## src/rtl/crypto_pkg.sv

```systemverilog
// Shared definitions for the keystream generator: controller state encoding,
// default sizing and the LFSR feedback tap mask.
package crypto_pkg;

    localparam int DEFAULT_WIDTH  = 16;
    localparam int DEFAULT_WARMUP = 32;

    // Feedback taps at bit positions 15, 13, 12 and 10 of the 16-bit register.
    localparam logic [15:0] LFSR_TAPS = 16'hB400;

    typedef enum logic [1:0] {
        ST_IDLE   = 2'd0,
        ST_WARMUP = 2'd1,
        ST_RUN    = 2'd2,
        ST_DONE   = 2'd3
    } state_e;

endpackage

```

## src/rtl/lfsr_core.sv

```systemverilog
// Fibonacci LFSR: parallel load of a seed, or a single left shift with the
// XOR of the tapped bits entering at bit 0. Load wins over shift.
module lfsr_core
    import crypto_pkg::*;
#(
    parameter int               WIDTH = DEFAULT_WIDTH,
    parameter logic [WIDTH-1:0] TAPS  = WIDTH'(LFSR_TAPS)
) (
    input  logic             clk,
    input  logic             clear_n,
    input  logic             load,
    input  logic             shift,
    input  logic [WIDTH-1:0] seed,
    output logic [WIDTH-1:0] q
);

    logic [WIDTH-1:0] q_q;
    logic [WIDTH-1:0] q_d;

    always_comb begin
        q_d = q_q;
        if (load) begin
            q_d = seed;
        end else if (shift) begin
            q_d = {q_q[WIDTH-2:0], ^(q_q & TAPS)};
        end
    end

    always_ff @(posedge clk or negedge clear_n) begin
        if (!clear_n) begin
            q_q <= '0;
        end else begin
            q_q <= q_d;
        end
    end

    assign q = q_q;

endmodule

```

## src/rtl/lfsr_keystream_ctrl.sv

```systemverilog
// Keystream controller: seeds the LFSR, discards WARMUP shifts, then streams
// bits over a valid/ready handshake until the requested count is delivered.
module lfsr_keystream_ctrl
    import crypto_pkg::*;
#(
    parameter int WIDTH  = DEFAULT_WIDTH,
    parameter int WARMUP = DEFAULT_WARMUP
) (
    input  logic             clk,
    input  logic             clear_n,
    input  logic             start,
    input  logic [WIDTH-1:0] seed,
    input  logic [7:0]       nbits,
    input  logic             stop,
    input  logic             ks_ready,
    output logic             ks_valid,
    output logic             ks_bit,
    output logic             busy,
    output logic             done,
    output logic             seed_err
);

    localparam logic [7:0] WARM_LAST = 8'(WARMUP - 1);

    state_e           state_q;
    logic [7:0]       warm_q;
    logic [8:0]       remain_q;
    logic             valid_q;
    logic             busy_q;
    logic             done_q;
    logic             seed_err_q;
    logic             seed_zero;
    logic             load;
    logic             shift;
    logic [WIDTH-1:0] lfsr;
    logic             unused_lfsr_low;

    assign seed_zero = (seed == '0);
    assign load      = (state_q == ST_IDLE) && start && !seed_zero;
    // ks_valid is always high in RUN, so ks_ready alone marks a handshake.
    assign shift     = !stop && ((state_q == ST_WARMUP) ||
                                 ((state_q == ST_RUN) && ks_ready));

    lfsr_core #(
        .WIDTH (WIDTH)
    ) u_core (
        .clk     (clk),
        .clear_n (clear_n),
        .load    (load),
        .shift   (shift),
        .seed    (seed),
        .q       (lfsr)
    );

    always_ff @(posedge clk or negedge clear_n) begin
        if (!clear_n) begin
            state_q    <= ST_IDLE;
            warm_q     <= '0;
            remain_q   <= '0;
            valid_q    <= 1'b0;
            busy_q     <= 1'b0;
            done_q     <= 1'b0;
            seed_err_q <= 1'b0;
        end else begin
            done_q     <= 1'b0;
            seed_err_q <= 1'b0;
            unique case (state_q)
                ST_IDLE: begin
                    if (start) begin
                        if (seed_zero) begin
                            seed_err_q <= 1'b1;
                        end else begin
                            state_q  <= ST_WARMUP;
                            warm_q   <= '0;
                            remain_q <= (nbits == 8'd0) ? 9'd256 : {1'b0, nbits};
                            busy_q   <= 1'b1;
                        end
                    end
                end
                ST_WARMUP: begin
                    if (stop) begin
                        state_q <= ST_IDLE;
                        busy_q  <= 1'b0;
                    end else if (warm_q == WARM_LAST) begin
                        state_q <= ST_RUN;
                        valid_q <= 1'b1;
                    end else begin
                        warm_q <= warm_q + 8'd1;
                    end
                end
                ST_RUN: begin
                    if (stop) begin
                        state_q <= ST_IDLE;
                        valid_q <= 1'b0;
                        busy_q  <= 1'b0;
                    end else if (ks_ready) begin
                        remain_q <= remain_q - 9'd1;
                        if (remain_q == 9'd1) begin
                            state_q <= ST_DONE;
                            valid_q <= 1'b0;
                            done_q  <= 1'b1;
                        end
                    end
                end
                ST_DONE: begin
                    state_q <= ST_IDLE;
                    busy_q  <= 1'b0;
                end
                default: begin
                    state_q <= ST_IDLE;
                    valid_q <= 1'b0;
                    busy_q  <= 1'b0;
                end
            endcase
        end
    end

    assign unused_lfsr_low = ^lfsr[WIDTH-2:0];

    assign ks_valid = valid_q;
    assign ks_bit   = lfsr[WIDTH-1];
    assign busy     = busy_q;
    assign done     = done_q;
    assign seed_err = seed_err_q;

endmodule
```

## config.mk

```make
export PLATFORM = sky130hd
export DESIGN_NAME = lfsr_keystream_ctrl
export DESIGN_NICKNAME = d
export VERILOG_FILES = /design/src/rtl/crypto_pkg.sv /design/src/rtl/lfsr_core.sv /design/src/rtl/lfsr_keystream_ctrl.sv
export SDC_FILE = /design/constraint.sdc
export NUM_CORES = 1
export LEC_CHECK = 0
export CAP_MARGIN = 20
export CORE_ASPECT_RATIO = 1.75
export CORE_MARGIN = 4
export CORE_UTILIZATION = 56
export CTS_BUF_LIST = sky130_fd_sc_hd__clkbuf_4 sky130_fd_sc_hd__clkbuf_8
export DETAILED_ROUTE_END_ITERATION = 10
export HOLD_SLACK_MARGIN = 0.03
export PLACE_DENSITY = 0.82
export SLEW_MARGIN = 10
export SYNTH_ARGS = -nofsm -noshare
export SYNTH_HDL_FRONTEND = slang
export SYNTH_HIERARCHICAL = 1
export SYNTH_SLANG_ARGS = --single-unit
```

## constraint.sdc

```tcl
create_clock -name clk -period 2.41 [get_ports clk]
set_input_delay 0.482 -clock clk [delete_from_list [all_inputs] [get_ports clk]]
set_output_delay 0.482 -clock clk [all_outputs]
set_load 0.1 [all_outputs]
```

**After elaboration in Yosys (flattened, before gate mapping)**

Cells that the tools add are included.
Widths: inputs -> output; s select.

- Flip-flop bits (word level): 39
- Output and inout bits: 5
- Logic and storage cells: 85
- Input bits: 29

- Add/subtract/negate cells: 2
- Multiplexer cells: 38
- Equality and inequality tests: 16
- Reduce and logical (&&, ||, !) cells: 21

Operators by type and width:

| cell | count |
|---|---|
| $mux 9 | 5 |
| $mux 16 | 2 |
| $mux 8 | 4 |
| $reduce_and 5->1 | 4 |
| $pmux 9 s2 | 1 |
| $logic_not 16->1 | 1 |
| $pmux 8 s2 | 1 |
| $reduce_xor 16->1 | 1 |
| $mux 1 | 15 |
| $mux 2 | 7 |
| $ne 2x2->1 const B | 6 |
| $eq 9x1->1 const B | 1 |
| $sub 9x1->9 const B | 1 |
| $add 8x1->8 const B | 1 |
| $eq 8x5->1 const B | 1 |
| $logic_not 8->1 | 1 |
| $pmux 2 s4 | 1 |
| $reduce_bool 2->1 | 4 |
| $ne 3x2->1 const B | 2 |
| $eq 2x2->1 const B | 2 |
| $logic_and 1x1->1 | 4 |
| $ne 2x1->1 const B | 2 |
| $ne 3x3->1 const B | 1 |
| $pmux 1 s3 | 1 |
| other kinds (7) | 8 |

**Logic depth before layout (Yosys ltp)**

Gate-level depths: netlist (run 1).

- Word-level depth: 6
- Mapped depth: 10
- Depth with buffers taken out: 7

**Hierarchy**

The synthesis (run 1) kept the hierarchy.

Modules (own cells, without submodules):

| module | seq. area each (sq um) | cells each | instances | area each (sq um) |
|---|---|---|---|---|
| lfsr_keystream_ctrl | 575.6 | 165 | 1 | 1475.2 |
| lfsr_core | 400.4 | 73 | 1 | 780.7 |

**Worst setup path before layout (run 1)**

No wires, ideal clock.

- Kind: input port to flip-flop
- From: in seed[1]
- To: reg remain_q[2]
- Path buffers: 0
- Setup time: 0.120 ns
- Data required time: 2.290 ns
- Cell stages on the path: 5
- Path slack: 0.350 ns
- Arrival time: 1.941 ns
- Cell sequence: or4_4 -> o41ai_4 -> o32a_2 -> a21oi_1 -> o22a_2

- Cells in the longest elaborated chain, start to end: 3

RTL lines:

| item | RTL line | RTL |
|---|---|---|
| from (decl) | lfsr_keystream_ctrl.sv:12 | `input logic [WIDTH-1:0] seed,` |
| $logic_not 16->1 | lfsr_keystream_ctrl.sv:38 | `assign seed_zero = (seed == '0);` |
| $ne 2x2->1 (no source line) | n/a |  |
| $reduce_and 5->1 (no source line) | n/a |  |
| to (signal assigned) | lfsr_keystream_ctrl.sv:75 | `remain_q <= (nbits == 8'd0) ? 9'd256 : {1'b0, nbits};` |
| to (signal assigned) | lfsr_keystream_ctrl.sv:97 | `remain_q <= remain_q - 9'd1;` |
| to (decl) | lfsr_keystream_ctrl.sv:27 | `logic [8:0] remain_q;` |

Every way passes these cells.
A chain may end at the register's enable or synchronous reset.

**Worst setup path after layout (run 1)**

- From: in seed[13]
- To: reg remain_q[5]

Same word-level chain as after synthesis.

==> results of run 1 <==
==> metrics by stage <==
step	power [uW]	setup TNS [ns]	instances	utilization	hold WS (ns)
global placement	2709	-4.376	332	0.7058	0.4856
floorplan	2257	0	238	-	0.1864
global route	3649	-0.09808	344	0.7542	0.3594
finish	3391	0	344	0.7542	0.3053
detailed placement	2770	-5.720	332	0.7058	0.4790
CTS	3318	0	340	0.7346	0.3310
==> layout by cell type (no fill, tap or decap), drive strengths merged, types with 3 or more instances in the layout <==
cell type      instances
clkdlybuf4s50         22
o21ai                 29
ha                     7
and3                   6
nand4                  3
a21oi                 14
nor3                   3
dlymetal6s2s           5
a22oi                  4
clkbuf                 6
dfrtp                 39
nor4                   5
nand2                 30
or4                    5
nor2                  18
a31oi                  3
inv                   13
buf                   33
mux2i                 20
o211ai                 3
==> sequential cells by signal (all words and copies together) (netlist names) <==
register / count
u_core/q: 16
remain_q: 9
warm_q: 8
state_q: 2
busy: 1
done: 1
ks_valid: 1
seed_err: 1
==> Yosys cell counts, types with 3 or more instances <==
library cell	n	area [um2]
nor3_1	3	15.01
dfrtp_1	39	975.9
o21ai_1	10	50.05
nand2_1	30	112.6
nor4_1	5	31.28
a31oi_1	3	18.77
ha_1	7	87.58
clkbuf_1	4	15.01
a21oi_1	14	70.07
and3_1	6	37.54
inv_1	13	48.80
o21ai_0	17	85.08
a22oi_1	3	22.52
or4_4	3	33.78
nor2_1	18	67.56
mux2i_1	20	200.2
nand4_1	3	18.77
buf_2	3	15.01
==> how the worst max path moves through the flow <==
stage	slack [ns]	to	startpoint	cells after the start
after floorplan	0.35	remain_q[2]	seed[1]	5
after global placement	-0.21	remain_q[1]	seed[1]	7
after detailed placement	-0.27	remain_q[6]	seed[0]	7
after CTS	0.03	remain_q[6]	seed[0]	7
after global routing	-0.04	remain_q[3]	seed[13]	7
final	0.05	remain_q[5]	seed[13]	7
==> kinds of logic (layout without fill, tap and decap cells) <==
family,count (synthesis),after routing
AO/OA/AOI/OAI,66,66
XOR/XNOR,3,3
adder cells (fa/ha/maj),7,7
buffers and inverters,24,82
flip-flops,39,39
multiplexers,22,22
AND/OR/NAND/NOR,77,77
==> per-layer routing <==
metal  global-route usage  vias to the layer above  wire length [um]  share of wire
met3              0.04507                       20               215          0.039
li1                     -                      974                 -              -
met2               0.4063                       62              2999           0.55
met4               0.1307                        0               229          0.042
met5                    0                        -                 0              0
met1               0.2284                      941              2017           0.37
==> layout make-up <==
| cell class | count | area, um2 | share of cell area |
|---|---|---|---|
| clock inverters | 3 | 43.79 | 0.01487 |
| repair buffers | 61 | 570.5 | 0.1938 |
| flip-flops and latches | 39 | 975.9 | 0.3315 |
| inverters | 13 | 48.80 | 0.01657 |
| well taps | 48 | 60.06 | 0.02040 |
| clock buffers | 5 | 68.82 | 0.02337 |
| multi-input cells | 175 | 1176 | 0.3995 |
==> report_power, final <==
group | total (uW) | internal (uW) | switching [uW]
registers | 1130 | 921 | 210
logic | 1720 | 770 | 953
clock network | 537 | 308 | 229
total | 3390 | 2000 | 1390
==> what timing repair did <==
action / CTS / global route
hold buffers: 0 / 0
buffers inserted: 0 / 4
gates resized for setup: 0 / 11
endpoints found under the hold margin: 0 / 0
endpoints found under the setup margin: 0 / 12
==> results.cfg, run 1 <==
[run_status]
status = finished clean

[logic_synthesis]
synth-edff-count = 0
synthAdderAreaFrac = 0.03882
ys_types = 48
ys.warnings.count = 6
synth-compound-area-share = 0.1925
ys_ff_latch = 39
synthFlopType = dfrtp_1
synth_area_mm2 = 0.002256
synth_top_family_by_area = compound AO/OA/AOI/OAI gates
synth-simple-area-share = 0.1681
yosysSeqAreaShare = 0.4326
synth-xor-area-share = 0.01165
syn_nets = 274
muxShareOfSynthArea = 0.09872
synthArstFlopShare = 1.000
syn_area_per_cell_um2 = 9.479
synthCells = 238

[place]
io_buffers = 33
post-place-ws_ns = -0.2690
hpwl_mm = 3.970
postPlaceCellArea_mm2 = 0.002755
gp_congestion = 0.8444

[sta]
finClkSkew_ns = 0.008621
period_needed_ns = 2.356
fmax_mhz = 424.5
maxSlewHeadroom = 0.4280
period_share = 0.9774
drv_slew = 0
timing_hold_violations_final = 0
fin_ws_ns = 0.05448
setup_viol = 0
max_slew.worst_pin.slew_ns = 0.8580

[worst_setup_path]
critPathMaxStageDelay_ns = 0.57
cp.buffers_inverters = 2
path_class = in2reg
r2r_end = remain_q[5]
ff2ff_path_depth = 8
reg2reg_slack_ns = 0.15
crit_family = simple AND/OR/NAND/NOR gates
critPathRequiredTime_ns = 2.58
start_kind = input port
cpMaxStageDelayCell = or4_4
r2r-start = state_q[0]
cp-end-kind = register
path_cells = clkdlybuf4s50_1 -> or4_4 -> o41ai_4 -> o32a_4 -> clkbuf_2 -> or4_2 -> nand3_1
critPathMaxFanout = 5
critPathArrivalTime_ns = 2.53

[routing]
routed-via-count = 1997
wire_per_inst_um = 15.88
drt_iter0_markers = 75
drtPass1Iterations = 4
drc_errors = 0
vias_per_cell = 5.805
ant_nets = 0
routed_wl_mm = 5.462

[layout]
nets = 331
antennaDiodeCount = 0
drive_above_1_share = 0.2027
syn2layout_area_growth_pct = 30.50
final_area_mm2 = 0.002944
n_fill_cell = 286

[clock_tree]
clk_latency_ns = 0.29
cts.path.max_buffers = 2
htree_levels = 2
cts_tree = yes
clkSinkCount = 39
cts.reportedPaths.clkPinSlew_ns = 0.08
cts_root_buffer = clkbuf_8
cts_buffers = 5

[worst_hold_path]
hold_path.class = in2async

[power]
p_per_area_mw_per_mm2 = 1152
p_leak_uw = 0.001349
peakVddDrop_uv = 773.3

[floorplan]
dieWidth_um = 55.98
die_area_mm2 = 0.005148
initial_utilization = 0.5779
design.core.area_mm2 = 0.003904
die_y_um = 91.96
io_pins = 34
placementRows = 30

[grt]
antenna_found_initial = 0
grt.total_usage = 0.2231
grt_pass1_vias = 2139
gr-total-overflow = 0
grt_pass1_wl_mm = 9.218
grt_max_degree = 40

[flow_run]
maxCapViolations = 0
(Power assumes the default switching activity.)
==> run 2: changes to the inputs <==
HOLD_SLACK_MARGIN = default   (was 0.03)
==> results of run 2 <==
No change in the layout: final DEF, timing and power equal those of run 1.
==> run 3: changes to the inputs <==
CAP_MARGIN = 0   (was 20)
GPL_ROUTABILITY_DRIVEN = 0   (was default)
==> results of run 3 <==
No change in the layout: final DEF, timing and power equal those of run 1.
